$ cat src/rtl/reflet_timer_pkg.sv
// Shared register map and CTRL/STATUS bit positions for the reflet timer.
// Software-facing documentation uses the same numbering.
package reflet_timer_pkg;

    localparam int unsigned REG_CTRL     = 0;
    localparam int unsigned REG_PRESCALE = 1;
    localparam int unsigned REG_RELOAD   = 2;
    localparam int unsigned REG_COUNT    = 3;
    localparam int unsigned REG_STATUS   = 4;
    localparam int unsigned NUM_REGS     = 5;

    localparam int unsigned CTRL_RUN        = 0;
    localparam int unsigned CTRL_AUTORELOAD = 1;
    localparam int unsigned CTRL_IRQ_EN     = 2;
    localparam int unsigned CTRL_BITS       = 3;

    localparam int unsigned STATUS_PENDING = 0;

    typedef enum logic [2:0] {
        SEL_CTRL     = 3'd0,
        SEL_PRESCALE = 3'd1,
        SEL_RELOAD   = 3'd2,
        SEL_COUNT    = 3'd3,
        SEL_STATUS   = 3'd4
    } reg_sel_e;

    typedef struct packed {
        logic irq_en;
        logic autoreload;
        logic run;
    } ctrl_t;

    function automatic logic [63:0] reg_addr(input logic [63:0] base,
                                             input int unsigned k,
                                             input int unsigned bytes);
        return base + 64'(k * bytes);
    endfunction

endpackage

$ cat src/rtl/reflet_timer_prescaler.sv
// Free-running prescaler: counts 0..limit and emits one tick as it wraps.
// clear has priority so a stopped timer always restarts from a fresh period.
module reflet_prescaler #(
    parameter int unsigned width = 16
) (
    input  logic             clk,
    input  logic             reset,
    input  logic             enable,
    input  logic             clear,
    input  logic [width-1:0] limit,
    output logic             tick
);

    localparam logic [width-1:0] ONE = {{(width-1){1'b0}}, 1'b1};

    logic [width-1:0] cnt_q, cnt_d;
    logic             at_limit;

    assign at_limit = (cnt_q == limit);
    assign tick     = enable & at_limit;

    always_comb begin
        cnt_d = cnt_q;
        if (clear) begin
            cnt_d = '0;
        end else if (enable) begin
            cnt_d = at_limit ? '0 : cnt_q + ONE;
        end
    end

    always_ff @(posedge clk or negedge reset) begin
        if (!reset) begin
            cnt_q <= '0;
        end else begin
            cnt_q <= cnt_d;
        end
    end

endmodule

$ cat src/rtl/reflet_timer.sv
// Memory-mapped down-counting timer: register file, address decode,
// COUNT/expiry logic and the level interrupt. Prescaler is a sub-module.
module reflet_timer
    import reflet_timer_pkg::*;
#(
    parameter int unsigned wordsize  = 16,
    parameter logic [63:0] base_addr = 64'hFF00
) (
    input  logic                clk,
    input  logic                reset,
    input  logic                enable,
    input  logic [wordsize-1:0] addr,
    input  logic [wordsize-1:0] data_in,
    input  logic                write_en,
    output logic [wordsize-1:0] data_out,
    output logic                interrupt
);

    localparam int unsigned      BYTES = wordsize / 8;
    localparam logic [wordsize-1:0] ONE = {{(wordsize-1){1'b0}}, 1'b1};

    ctrl_t               ctrl_q, ctrl_d;
    logic [wordsize-1:0] prescale_q, prescale_d;
    logic [wordsize-1:0] reload_q, reload_d;
    logic [wordsize-1:0] count_q, count_d;
    logic                pending_q, pending_d;
    logic                interrupt_q, interrupt_d;
    logic [wordsize-1:0] data_out_q, data_out_d;

    logic     sel;
    reg_sel_e sel_idx;
    logic     wr_ctrl, wr_prescale, wr_reload, wr_count, wr_status;
    logic     tick, expiry, presc_clear;

    // Exact-match decode: misaligned or out-of-range addresses select nothing.
    always_comb begin
        sel     = 1'b0;
        sel_idx = SEL_CTRL;
        for (int unsigned k = 0; k < NUM_REGS; k++) begin
            if (addr == wordsize'(reg_addr(base_addr, k, BYTES))) begin
                sel     = 1'b1;
                sel_idx = reg_sel_e'(k[2:0]);
            end
        end
    end

    assign wr_ctrl     = write_en & sel & (sel_idx == SEL_CTRL);
    assign wr_prescale = write_en & sel & (sel_idx == SEL_PRESCALE);
    assign wr_reload   = write_en & sel & (sel_idx == SEL_RELOAD);
    assign wr_count    = write_en & sel & (sel_idx == SEL_COUNT);
    assign wr_status   = write_en & sel & (sel_idx == SEL_STATUS);

    // Prescaler restarts on the same edge that software stops the timer.
    assign presc_clear = ~ctrl_q.run | (wr_ctrl & ~data_in[CTRL_RUN]);

    reflet_prescaler #(
        .width (wordsize)
    ) u_prescaler (
        .clk    (clk),
        .reset  (reset),
        .enable (ctrl_q.run & enable),
        .clear  (presc_clear),
        .limit  (prescale_q),
        .tick   (tick)
    );

    assign expiry = tick & (count_q == '0);

    always_comb begin
        ctrl_d     = ctrl_q;
        prescale_d = prescale_q;
        reload_d   = reload_q;
        count_d    = count_q;
        pending_d  = pending_q;

        if (tick) begin
            if (count_q != '0) begin
                count_d = count_q - ONE;
            end else if (ctrl_q.autoreload) begin
                count_d = reload_q;
            end else begin
                ctrl_d.run = 1'b0;
            end
        end

        // Bus writes are applied after the counter so they win collisions.
        if (wr_ctrl) begin
            ctrl_d = ctrl_t'(data_in[CTRL_BITS-1:0]);
        end
        if (wr_prescale) begin
            prescale_d = data_in;
        end
        if (wr_reload) begin
            reload_d = data_in;
        end
        if (wr_count) begin
            count_d = data_in;
        end
        if (wr_status && data_in[STATUS_PENDING]) begin
            pending_d = 1'b0;
        end

        // An expiry beats a simultaneous software clear.
        if (expiry) begin
            pending_d = 1'b1;
        end
    end

    assign interrupt_d = pending_d & ctrl_d.irq_en;

    // Read data reflects pre-write register contents.
    always_comb begin
        data_out_d = '0;
        if (sel) begin
            case (sel_idx)
                SEL_CTRL:     data_out_d = {{(wordsize-CTRL_BITS){1'b0}}, ctrl_q};
                SEL_PRESCALE: data_out_d = prescale_q;
                SEL_RELOAD:   data_out_d = reload_q;
                SEL_COUNT:    data_out_d = count_q;
                SEL_STATUS:   data_out_d = {{(wordsize-1){1'b0}}, pending_q};
                default:      data_out_d = '0;
            endcase
        end
    end

    always_ff @(posedge clk or negedge reset) begin
        if (!reset) begin
            ctrl_q      <= '0;
            prescale_q  <= '0;
            reload_q    <= '0;
            count_q     <= '0;
            pending_q   <= 1'b0;
            interrupt_q <= 1'b0;
            data_out_q  <= '0;
        end else begin
            ctrl_q      <= ctrl_d;
            prescale_q  <= prescale_d;
            reload_q    <= reload_d;
            count_q     <= count_d;
            pending_q   <= pending_d;
            interrupt_q <= interrupt_d;
            data_out_q  <= data_out_d;
        end
    end

    assign data_out  = data_out_q;
    assign interrupt = interrupt_q;

endmodule

$ cat config.mk
export PLATFORM = sky130hd
export DESIGN_NAME = reflet_timer
export DESIGN_NICKNAME = d
export VERILOG_FILES = /design/src/rtl/reflet_timer_pkg.sv /design/src/rtl/reflet_timer_prescaler.sv /design/src/rtl/reflet_timer.sv
export SDC_FILE = /design/constraint.sdc
export NUM_CORES = 1
export LEC_CHECK = 0
export CAP_MARGIN = 20
export CORE_MARGIN = 2
export CORE_UTILIZATION = 57
export DETAILED_ROUTE_END_ITERATION = 8
export PLACE_DENSITY = 0.93
export SYNTH_ARGS = -nofsm -noshare
export SYNTH_HDL_FRONTEND = slang
export SYNTH_SLANG_ARGS = --single-unit
$ cat constraint.sdc
create_clock -name clk -period 2.85 [get_ports clk]
set_input_delay 0.285 -clock clk [delete_from_list [all_inputs] [get_ports clk]]
set_output_delay 0.285 -clock clk [all_outputs]
set_load 0.03 [all_outputs]
### Word level (Yosys, flattened, before mapping)

Index checks and enable logic that the tools add are counted.

| word-level totals | value |
|---|---|
| bits in read-only memories | 0 |
| latch bits | 0 |
| bits of input ports | 36 |
| register bits | 85 |
| memories | 0 |
| bits in writable memories | 0 |

| operators by class | value |
|---|---|
| shift-type cells | 0 |
| muxes and demuxes | 24 |
| $lt $le $gt $ge | 0 |
| equal/unequal tests | 12 |
| divide/modulo/power cells | 0 |
| $mul | 0 |
| bitwise gates (word level) | 14 |
| reduce and logical (&&, ||, !) cells | 10 |
| add/sub/neg operators | 2 |

Operator list:

| cell | count |
|---|---|
| 2-to-1 mux 16 bit | 8 |
| equality test 16 bit (second input constant) | 5 |
| case mux 16 bit (5 select lines) | 1 |
| adder 16 x 1 -> 16 bit (second input constant) | 1 |
| equality test 16 bit | 1 |
| logical NOT 16 bit | 1 |
| nonzero test 16 bit | 1 |
| subtractor 16 x 1 -> 16 bit (second input constant) | 1 |
| 2-to-1 mux 3 bit | 4 |
| AND 1 bit | 11 |
| 2-to-1 mux 1 bit | 11 |
| equality test 3 x 2 -> 1 bit (second input constant) | 2 |
| nonzero test 2 bit | 3 |
| equality test 3 x 1 -> 1 bit (second input constant) | 1 |
| equality test 3 bit (second input constant) | 1 |
| logical NOT 3 bit | 1 |
| AND reduction 3 bit | 1 |
| nonzero test 3 bit | 1 |
| != test 2 x 1 -> 1 bit (second input constant) | 1 |
| != test 2 bit (second input constant) | 1 |
| inverter 1 bit | 2 |
| AND reduction 2 bit | 1 |
| logical AND 1 bit | 1 |
| bitwise OR 1 bit | 1 |

### Logic depth before layout (Yosys ltp)

Gate-level depths: netlist of run 1.

| depth | value |
|---|---|
| depth after elaboration | 12 |
| gate-level depth with buffers | 10 |

### Modules after synthesis

A second synthesis of run 1 with hierarchy kept.

| second synthesis, totals | value |
|---|---|
| cells, all modules | 439 |
| area total of the unflattened synthesis | 4558.1 µm² |

Modules (own cells, without submodules):

| module | times used | seq. area each (µm²) | area each (µm²) | cells each |
|---|---|---|---|---|
| reflet_timer | 1 | 1726.7 | 3508.4 | 335 |
| reflet_prescaler | 1 | 400.4 | 1049.8 | 104 |

### Worst setup path before layout of run 1

No wires, ideal clock.

| path | value |
|---|---|
| path type | input-to-reg |
| from | input addr[0] |
| to | register reload_q[10] |
| data required time | 2.725 ns |
| path buffers | 2 |
| path slack | 0.247 ns |
| cell stages on the path | 7 |
| data arrival time | 2.478 ns |
| cells stage by stage | or4_1 or4_4 buf_6 or3_4 nor2_8 buf_12 mux2_4 |

| on the way | value |
|---|---|
| cells in the longest elaborated chain, start to end | 8 |
| elaborated cells between the ends (all ways) | 17 |
| classes of those cells | eq/ne (6); mux (9); bitwise (2) |

RTL lines:

| element | RTL line | source |
|---|---|---|
| start, declared | reflet_timer.sv:12 | `input logic [wordsize-1:0] addr,` |
| equality test 16 bit | reflet_timer.sv:40 | `if (addr == wordsize'(reg_addr(base_addr, k, BYTES))) begin` |
| 2-to-1 mux 1 bit (5 in series) | reflet_timer.sv:40 |  |
| AND 1 bit | reflet_timer.sv:49 | `assign wr_reload = write_en & sel & (sel_idx == SEL_RELOAD);` |
| AND 1 bit (*) | reflet_timer.sv:49 |  |
| end signal, assigned | reflet_timer.sv:138 | `reload_q <= reload_d;` |
| end, declared | reflet_timer.sv:24 | `logic [wordsize-1:0] reload_q, reload_d;` |

Every way passes the cells marked *; elsewhere a longest branch is shown, timed or not.
A chain may end at the register's enable or synchronous reset.

### Final worst setup path of run 1

| path | value |
|---|---|
| from | input addr[0] |
| to | register u_prescaler.cnt_q[10] |

| on the way | value |
|---|---|
| cells in the longest elaborated chain, start to end | 11 |
| elaborated cells between the ends (all ways) | 21 |
| classes of those cells | eq/ne (5); mux (10); bitwise (4); reduce/logical (2) |

RTL lines:

| element | RTL line | source |
|---|---|---|
| equality test 16 bit | reflet_timer.sv:40 |  |
| 2-to-1 mux 1 bit (5 in series) | reflet_timer.sv:40 |  |
| AND 1 bit | reflet_timer.sv:47 | `assign wr_ctrl = write_en & sel & (sel_idx == SEL_CTRL);` |
| AND 1 bit (*) | reflet_timer.sv:47 |  |
| AND 1 bit (*) | reflet_timer.sv:54 | `assign presc_clear = ~ctrl_q.run \| (wr_ctrl & ~data_in[CTRL_RUN]);` |
| bitwise OR 1 bit (*) | reflet_timer.sv:54 |  |
| 2-to-1 mux 16 bit / nonzero test 2 bit (equally long branches) | -- |  |
| end signal, assigned | reflet_timer_prescaler.sv:35 | `cnt_q <= cnt_d;` |
| end, declared | reflet_timer_prescaler.sv:16 | `logic [width-1:0] cnt_q, cnt_d;` |

Marked as above.

==> results of run 1 <==
[repair_timing]
action                     4_1_cts  5_1_grt
hold endpoints to repair         0        9
setup endpoints to repair        0        0
hold buffers                     0        1
[worst paths after layout]
| check | to | slack [ns] | from | cells past startpoint |
|---|---|---|---|---|
| worst max-delay path | u_prescaler.cnt_q[10] | 0.25 | addr[0] | 6 |
| worst min-delay path | count_q[7] | 0.28 | reset | 2 |
| worst max register to register | count_q[13] | 0.37 | u_prescaler.cnt_q[2] | 6 |
| worst min register to register | reload_q[5] | 0.54 | reload_q[5] | 1 |
| max in group asynchronous | u_prescaler.cnt_q[2] | 1.97 | reset | 3 |
| min in group clk | reload_q[5] | 0.54 | reload_q[5] | 1 |
[layout make-up]
cell class                      count  area (sq um)  share of cell area (%)
Clock buffer                       12           155                    2.77
Clock inverter                      4          22.5                   0.402
Inverter                            6          22.5                   0.402
Multi-Input combinational cell    323          2370                    42.3
Sequential cell                    85          2130                    38.0
Tap cell                          102           128                    2.28
Timing Repair Buffer               78           773                    13.8
[logic make-up after synthesis]
| logic type | share of synthesized area, % |
|---|---|
| AOI/OAI and AO/OA | 14.9 |
| buffers and inverters | 3.44 |
| and+or+nand+nor | 16.9 |
| adders and majority gates | 0.806 |
| DFF | 45.7 |
| muxes | 12.9 |
| xor gates and xnor gates | 5.46 |
[cells in the final DEF (no fill, tap or decap), types with 19 or more instances in the layout]
| cell type | Yosys | layout |
|---|---|---|
| a21oi_1 | 20 | 20 |
| a22o_1 | 26 | 26 |
| buf_4 | 2 | 22 |
| clkdlybuf4s50_1 | 0 | 51 |
| dfrtp_1 | 85 | 85 |
| mux2_2 | 29 | 29 |
| nand2_1 | 42 | 42 |
| nor2_1 | 38 | 38 |
| o21ai_0 | 19 | 19 |
| xnor2_1 | 23 | 23 |
[worst register-to-register path: stages (launching register included)]
cell and delay [ns]:
dfrtp_1 0.47, xnor2_1 0.25, nand4_1 0.16, nor4_2 0.33
or3b_2 0.64, a2111oi_0 0.42, a211o_1 0.16
[flip-flops by register name, indices dropped and copies added (netlist names)]
signal             cells
count_q               16
ctrl_q                 3
data_out              16
interrupt              1
pending_q              1
prescale_q            16
reload_q              16
u_prescaler.cnt_q     16
[cells in the mapped netlist, types with 6 or more instances]
cell type / number / share of area (%)
dfrtp_1: 85 / 46
a22o_1: 26 / 4.9
o21ai_0: 19 / 2.0
xnor2_1: 23 / 4.3
a32o_1: 10 / 2.2
xor2_1: 6 / 1.1
nand3_1: 9 / 0.97
nor4_1: 6 / 0.81
nor2_1: 38 / 3.1
mux2_2: 29 / 7.0
inv_1: 6 / 0.48
mux2_4: 10 / 3.2
nand2_1: 42 / 3.4
clkbuf_1: 16 / 1.3
nor3_1: 11 / 1.2
mux2i_1: 10 / 2.2
a21oi_1: 20 / 2.2
nand4_1: 10 / 1.3
[report_power, final]
group	switching (mW)	internal (mW)
logic	0.0671	0.0577
registers	0.000292	1.20
clock network	0.426	0.360
[through the flow]
stage          hold WS [ns]  worst slack (ns)  area [sq um]  power, mW
2_1_floorplan       -0.0106             0.247          4660       1.25
3_3_place_gp          0.515           -0.0598          5380       1.35
3_5_place_dp          0.525            -0.125          5380       1.35
4_1_cts               0.134             0.259          5560       2.11
5_1_grt               0.278             0.168          5600       2.19
6_report              0.284             0.254          5600       2.12
[per-layer routing]
metal | vias up | part of all wire [%]
met3 | 44 | 7.7
met4 | 0 | 3.6
met1 | 1928 | 40
met2 | 212 | 49
met5 | - | 0
li1 | 1728 | -
==> impl_metrics.yaml, run 1 <==
sta:
  fmax_mhz: 385
  rsz0062_at_grt: "no"
  clock_skew_ns: 0.0125
  timing.final.crit_share_pct: 91.1
  tightestPinTransition_ns: 0.749
  tns_ns: 0
  maxSlewHeadroom_pct: 49.9
  finalSetupViolCount: 0
  fin_crit_ns: 2.60
  maxSlewViolCount: 0
  hold_viol_final: 0
route:
  wirelength_mm: 11.7
  drc: 0
  firstDrtPassIters: 5
  viasPerCell: 6.41
  drtIter0Drc: 337
  wl_per_cell_um: 19.2
  dr_total_vias: 3912
  antenna_violating_nets_post_route: 0
floorplanning:
  boundaryPins: 53
  die_area_sq_mm: 0.00891
  dieWidth_um: 94.4
  initial_core_util_pct: 59.6
  die_h_um: 94.4
  core_sq_mm: 0.00781
  num_rows: 32
status:
  status: "completed"
cells_and_area:
  final_nets: 542
  fill_cells: 539
  synthToLayoutAreaGrowth_pct: 20.2
  antenna_cells: 0
  final_cell_count_no_fill: 610
  fin_util_pct: 71.7
  drive_gt1_share_pct: 18.3
clocking:
  htreeDepth: 3
  clock-sinks: 85
  root_buffer: "clkbuf_8"
  cts-resized-gates: 0
  cts_tree: "built"
  clock_latency_ns: 0.37
  post-cts-setup-buffer-count: 0
  numCtsBuffers: 9
  clock_path_buffers: 2
  clk_pin_slew_ns: 0.09
yosys:
  yosysWarnings: 0
  synth_edf_count: 0
  async_flop_share_pct: 100
  synth_flop_cell: "dfrtp_1"
  synth.avg_cell_area_sq_um: 10.6
  yosysUniqueCellTypes: 53
  syn-cell-area_sq_mm: 0.00466
  ys_ff_latch: 85
  yosysSeqAreaShare_pct: 45.7
  netlist_instances: 439
  syn-num-nets: 478
grt:
  antenna_found_initial: 0
  grt_usage_pct: 27.8
  use_met3_pct: 7.50
  overflow: 0
  grt_max_degree: 86
  grt_first_pass_wirelength_mm: 18.9
  met1_usage_pct: 34.8
  grtUsageMet2_pct: 45.1
  busiest_layer: "met2"
  grt_pass1_vias: 3957
setup_path:
  path_cells: "clkdlybuf4s50_1, or4_1, or4_4, buf_4, o41a_1, a32o_1"
  arrival_ns: 2.85
  crit_family: "simple AND/OR/NAND/NOR gates"
  startpoint_type: "primary input"
  crit_path_end_kind: "flop"
  critical_path_class: "in -> reg"
  path_max_fanout: 11
  worstPathRequired_ns: 3.10
  crit_slowest_cell: "or4_4"
  path_buf_inv: 2
  worst_path_largest_cell_delay_ns: 0.58
pwr:
  p_leak_nw: 2.50
  cellPowerDensity_mw_per_mm2: 378
  ir_worst_vdd_v: 0.000351
placement:
  io_buffer_count: 52
  dp_cells: 592
  detailed_place_hpwl_mm: 8.49
  globalplace.congestion: 0.952
job:
  maxCapViolCount: 0
min_path:
  hold_path_class: "in -> async"
Power figures use the tool's default switching activity.
==> run 2: changes to the inputs <==
--- a/config.mk
+++ b/config.mk
@@ -5,11 +5,14 @@
 export SDC_FILE = /design/constraint.sdc
 export NUM_CORES = 1
 export LEC_CHECK = 0
+export ABC_AREA = 1
 export CAP_MARGIN = 20
 export CORE_MARGIN = 2
-export CORE_UTILIZATION = 57
+export CORE_UTILIZATION = 58
 export DETAILED_ROUTE_END_ITERATION = 8
 export PLACE_DENSITY = 0.93
+export RECOVER_POWER = 100
+export SLEW_MARGIN = 20
 export SYNTH_ARGS = -nofsm -noshare
 export SYNTH_HDL_FRONTEND = slang
 export SYNTH_SLANG_ARGS = --single-unit
==> run 2 against run 1 <==
Compared with the run above: the run now ends with max-capacitance violations, max-slew violations left; flip-flop and latch count stayed put; largest cell class unchanged; count of clock-buffer cells in the layout is 1 lower; sequential share of layout area is 3.0 points lower; first-iteration DRC count is 17% higher; clock power is 21% higher; sequential power is 8% higher.
==> impl_metrics.yaml, run 2 <==
setup_path:
  crit_family: "simple AND/OR/NAND/NOR gates"
  worst_path_largest_cell_delay_ns: 0.39
  startpoint_type: "flop"
  critical_path_class: "reg -> reg"
  path_cells: "inv_1, ha_1, clkinv_1, nor3_1, nand3_1, nor2_1, inv_2, nand3_4, nand3_1, nand3_2"
  worstPathRequired_ns: 3.15
  r2r_end: "count_q[15]"
  rr_worst_depth: 10
  path_depth: 10
  crit_path_end_kind: "flop"
  arrival_ns: 2.65
  path_max_fanout: 16
  path_buf_inv: 3
  crit_slowest_cell: "dfrtp_1"
  rrSetupSlack_ns: 0.50
  r2r-start: "count_q[1]"
  crit_top_cell: "nand3_1"
  endpoint: "count_q[15]"
  cp-startpoint: "count_q[1]"
yosys:
  synth_edf_count: 0
  yosysUniqueCellTypes: 37
  synthAdderAreaFrac_pct: 0.694
  synthTopCellsByArea: "dfrtp_1, nand2_1, nand3_1"
  synth_common_cells: "nand2_1, dfrtp_1, nand3_1"
  netlist_instances: 749
  synth_top_area_cell: "dfrtp_1"
  yosysMostFrequentCell: "nand2_1"
  syn-num-nets: 788
  synth.avg_cell_area_sq_um: 7.22
  syn-cell-area_sq_mm: 0.00541
  synthXorXnorAreaFrac_pct: 4.21
  async_flop_share_pct: 100
  synth.mux.area_fraction_pct: 0
  synth_compound_area_share_pct: 6.53
  yosysSeqAreaShare_pct: 39.3
  synth_top_family_by_area: "simple AND/OR/NAND/NOR gates"
  ys_ff_latch: 85
  yosysWarnings: 0
  synth_top_area_share_pct: 39.3
  synth_flop_cell: "dfrtp_1"
  synth-simple-area-share_pct: 39.6
cells_and_area:
  finish.instance_area_sq_mm: 0.00608
  multi_input_area_sq_mm: 0.00268
  drive_gt1_share_pct: 8.77
  mostFrequentLayoutCells: "nand2_1, dfrtp_1, nand3_1"
  fill_cells: 738
  final_nets: 832
  regArea_sq_mm: 0.00213
  synthToLayoutAreaGrowth_pct: 12.5
  antenna_cells: 0
  final_common_cell: "nand2_1"
route:
  wirelength_mm: 14.1
  firstDrtPassIters: 5
  dr_total_vias: 5258
  viasPerCell: 5.78
  antenna_violating_nets_post_route: 0
  drtIter0Drc: 393
  drc: 0
  wl_per_cell_um: 15.5
sta:
  clock_skew_ns: 0.0113
  finalSetupViolCount: 0
  maxSlewHeadroom_pct: -38.9
  timing.final.crit_share_pct: 82.5
  tightestPinTransition_ns: 2.08
  maxSlewViolCount: 86
  hold_viol_final: 0
  tns_ns: 0
  rsz0062_at_grt: "no"
  fmax_mhz: 425
  fin_crit_ns: 2.35
  hold_ws_ns: 0.491
  worst_slack_ns: 0.499
grt:
  grt_usage_pct: 29.7
  antenna_found_initial: 0
  overflow: 0
  grt_first_pass_wirelength_mm: 23.9
  grt_pass1_vias: 4959
  grt_max_degree: 86
clocking:
  clk_pin_slew_ns: 0.09
  clock_path_buffers: 2
  root_buffer: "clkbuf_8"
  post-cts-setup-buffer-count: 0
  numCtsBuffers: 9
  cts-resized-gates: 0
  clock-sinks: 85
  clock_latency_ns: 0.37
  htreeDepth: 3
  cts_tree: "built"
  ctsHoldBuffers: 0
pwr:
  cellPowerDensity_mw_per_mm2: 417
  power_frac_seq_pct: 51.6
  ir_worst_vdd_v: 0.000230
  combPwrFrac_pct: 10.9
  p_leak_nw: 3.10
  p_sw_mw: 0.676
  p_clk_share_pct: 37.5
  p_sw_share_pct: 26.6
  intPower_mw: 1.86
status:
  status: "finished, violations left"
  violations: "max-capacitance violations, max-slew violations"
floorplanning:
  num_rows: 35
  die_h_um: 101
  dieWidth_um: 101
  core_sq_mm: 0.00915
  initial_core_util_pct: 59.1
  die_area_sq_mm: 0.0101
  boundaryPins: 53
placement:
  placed_cell_area_sq_mm: 0.00596
  globalplace.congestion: 0.966
  io_buffer_count: 52
  dp_slack_ns: 0.468
  detailed_place_hpwl_mm: 10.2
job:
  maxCapViolCount: 1
min_path:
  hold_path_class: "in -> async"
==> run 2: cell types whose count changed in the layout (fill, tap and decap cells not counted), moves of 19 or more <==
cell	previous run	this run
nand2_1	42	234
a22o_1	26	0
inv_1	6	72
inv_2	0	20
nand4_1	10	29
nor2_1	38	67
mux2_2	29	0
nand3_1	9	84
==> run 2: layout make-up <==
| class | count | area share, % |
|---|---|---|
| sequential | 85 | 35.0 |
| timing repair buffer | 60 | 9.42 |
| inverter | 94 | 5.80 |
| multi-input combinational | 543 | 44.0 |
| clock inverter | 5 | 1.40 |
| tap | 111 | 2.28 |
| clock buffer | 11 | 2.16 |
==> run 2: how the worst min path moves through the flow <==
stage,start,to,slack (ns)
floorplan,reset,count_q[0],-0.01
global placement,reload_q[12],reload_q[12],0.48
detailed placement,reload_q[6],reload_q[6],0.49
CTS,reset,interrupt,0.15
global route,reload_q[8],reload_q[8],0.54
finish,reset,interrupt,0.49
==> run 2: cells by family (layout without fill, tap and decap cells) <==
group / count (synthesis) / after routing
compound gates: 59 / 59
xor+xnor: 26 / 26
fa+ha+maj: 3 / 3
buf+inv: 121 / 170
flops: 85 / 85
simple gates: 455 / 455
==> run 2: power by group through the flow <==
stage / combinational (mW) / sequential, mW / clock (mW)
final: 0.278 / 1.31 / 0.951
after global routing: 0.315 / 1.32 / 1.01
after CTS: 0.280 / 1.31 / 0.959
after detailed placement: 0.278 / 1.33 / 0
after global placement: 0.268 / 1.33 / 0
after floorplan: 0.192 / 1.29 / 0
==> run 2: per-layer routing <==
metal | GRT usage [%] | wire length, um | vias up
met1 | 40.3 | 5860 | 2475
li1 | - | - | 2496
met4 | 10.3 | 297 | 0
met2 | 48.2 | 6850 | 257
met5 | 0 | 0 | -
met3 | 5.27 | 1100 | 30
==> run 2: metrics by stage <==
stage,cells,power (mW),utilization (%)
floorplan,749,1.49,-
global placement,893,1.60,65.1
detailed placement,893,1.61,65.1
CTS,909,2.55,67.5
global route,909,2.64,66.5
finish,909,2.54,66.5
==> run 3: changes to the inputs <==
--- a/config.mk
+++ b/config.mk
@@ -8,9 +8,9 @@
 export ABC_AREA = 1
 export CAP_MARGIN = 20
 export CORE_MARGIN = 2
-export CORE_UTILIZATION = 58
+export CORE_UTILIZATION = 52
 export DETAILED_ROUTE_END_ITERATION = 8
-export PLACE_DENSITY = 0.93
+export PLACE_DENSITY = 0.89
 export RECOVER_POWER = 100
 export SLEW_MARGIN = 20
 export SYNTH_ARGS = -nofsm -noshare
==> constraint.sdc (replaced) <==
create_clock -name clk -period 2.15 [get_ports clk]
set_input_delay 0.215 -clock clk [delete_from_list [all_inputs] [get_ports clk]]
set_output_delay 0.215 -clock clk [all_outputs]
set_load 0.03 [all_outputs]
==> run 3 against run 2 <==
Compared with the run above: the flow now finishes without violations; worst hold slack lost 0.0019 ns; cell area grew 3.0%; critical path depth is the same.
==> impl_metrics.yaml, run 3 (synthesis gave the netlist of run 2 again) <==
route:
  antenna_violating_nets_post_route: 0
  drc: 0
  viasPerCell: 5.62
  drtIter0Drc: 498
  wl_per_cell_um: 15.7
  firstDrtPassIters: 5
  wirelength_mm: 14.9
  dr_total_vias: 5342
placement:
  dp_slack_ns: 0.0121
  io_buffer_count: 52
  placed_cell_area_sq_mm: 0.00611
  globalplace.congestion: 0.967
  detailed_place_hpwl_mm: 10.9
cells_and_area:
  antenna_cells: 0
  mostFrequentLayoutCells: "nand2_1, dfrtp_1, nand3_1"
  final_common_cell: "nand2_1"
  synthToLayoutAreaGrowth_pct: 15.9
  drive_gt1_share_pct: 12.2
  finish.instance_area_sq_mm: 0.00627
  final_nets: 848
status:
  status: "completed"
sta:
  worst_slack_ns: 0.0754
  finalSetupViolCount: 0
  maxSlewViolCount: 0
  fin_crit_ns: 2.07
  fmax_mhz: 482
  hold_ws_ns: 0.489
  maxSlewHeadroom_pct: 20.1
  tightestPinTransition_ns: 1.20
  hold_viol_final: 0
  clock_skew_ns: 0.0145
  timing.final.crit_share_pct: 96.5
clocking:
  cts_tree: "built"
  clock_latency_ns: 0.37
  post-cts-setup-buffer-count: 0
  clock_path_buffers: 2
  clock-sinks: 85
  root_buffer: "clkbuf_8"
  clk_pin_slew_ns: 0.09
  htreeDepth: 3
  numCtsBuffers: 9
pwr:
  p_leak_nw: 3.17
  power_frac_seq_pct: 54.6
  power.total_mw: 3.19
  p_sw_share_pct: 28.0
  p_clk_share_pct: 33.3
  cellPowerDensity_mw_per_mm2: 509
  ir_worst_vdd_v: 0.000250
  intPower_mw: 2.30
  p_sw_mw: 0.894
  combPwrFrac_pct: 12.1
grt:
  antenna_found_initial: 0
  grt_max_degree: 47
  overflow: 0
  grt_pass1_vias: 4959
  grt_usage_pct: 27.2
  grt_first_pass_wirelength_mm: 24.3
min_path:
  holdCritStartpoint: "data_in[0]"
  hold_path_class: "in -> reg"
  min_to: "reload_q[0]"
  whs_path_depth: 3
setup_path:
  crit_path_end_kind: "flop"
  worstPathRequired_ns: 2.46
  arrival_ns: 2.38
  cp-startpoint: "count_q[0]"
  r2r_end: "count_q[1]"
  startpoint_type: "flop"
  rr_worst_depth: 10
  rrSetupSlack_ns: 0.08
  r2r-start: "count_q[0]"
  crit_top_cell: "nand3_2"
  worst_path_largest_cell_delay_ns: 0.43
  crit_slowest_cell: "dfrtp_1"
  path_cells: "inv_1, ha_1, clkinv_1, nor3_2, nand3_4, nor2_8, inv_2, nand3_2, nand3_2, nand3_2"
  path_max_fanout: 8
  critical_path_class: "reg -> reg"
floorplanning:
  initial_core_util_pct: 52.8
  dieWidth_um: 106
  num_rows: 37
  core_sq_mm: 0.0102
  boundaryPins: 53
  die_area_sq_mm: 0.0112
  die_h_um: 106
job:
  maxCapViolCount: 0
## run 3: cell count changes in the layout (fill, tap and decap cells not counted), moves of 2 or more
cell       before  now
buf_4           7   15
clkinv_2        0    3
bufinv_16       2    0
inv_2          20   22
clkinv_4        2    0
clkbuf_8        9   11
nand3_1        84   76
clkbuf_2        2    4
o21ai_1         4    7
clkbuf_4        0    3
nand3_2        13   21
o21ai_0        31   28
inv_1          72   69
## run 3: per-layer routing
layer / track usage (%) / up-vias / part of all wire, %
li1: - / 2529 / -
met1: 35.4 / 2484 / 40
met2: 44.9 / 283 / 48
met3: 6.25 / 46 / 9.4
met4: 9.02 / 0 / 2.7
met5: 0 / - / 0
## run 3: repair_timing
item | 4_1_cts | 5_1_grt
setup endpoints to repair | 0 | 12
hold buffers | 1 | 0
gates resized for setup | 0 | 1
hold endpoints to repair | 44 | 0
## run 3: final cells by class
cell class,instances,area [sq um]
fill,895,3960
multi-input combinational,544,2760
sequential,85,2130
timing repair buffer,75,679
inverter,94,353
tap,136,170
clock buffer,12,155
clock inverter,4,22.5
## run 3: worst max path at each step
stage               slack, ns  cells after the start           to
finish                   0.08                     10   count_q[1]
global route           -0.003                     10   count_q[5]
CTS                      0.08                     10  count_q[10]
detailed placement       0.01                     12  reload_q[2]
global placement         0.09                     12  reload_q[0]
floorplan                0.42                     11   count_q[6]
## run 3: critical path: cells and delay by family (launching register included)
family	cells	cell delay (ns)
and+or+nand+nor	6	1.00
buffers and inverters	3	0.34
adders and majority gates	1	0.25
DFF	1	0.43
## run 3: power by group through the flow
stage                     clock, mW  sequential [mW]  combinational, mW
after floorplan                   0             1.72              0.254
after global placement            0             1.77              0.374
after detailed placement          0             1.77              0.388
after CTS                      1.07             1.74              0.391
after global routing           1.13             1.75              0.440
final                          1.06             1.74              0.387
## run 3: stage by stage
stage | std cells | TNS (ns) | util [%]
finish | 950 | 0 | 61.3
global route | 950 | -0.00604 | 61.3
CTS | 949 | 0 | 61.5
detailed placement | 932 | 0 | 59.7
global placement | 932 | 0 | 59.7
floorplan | 749 | 0 | -
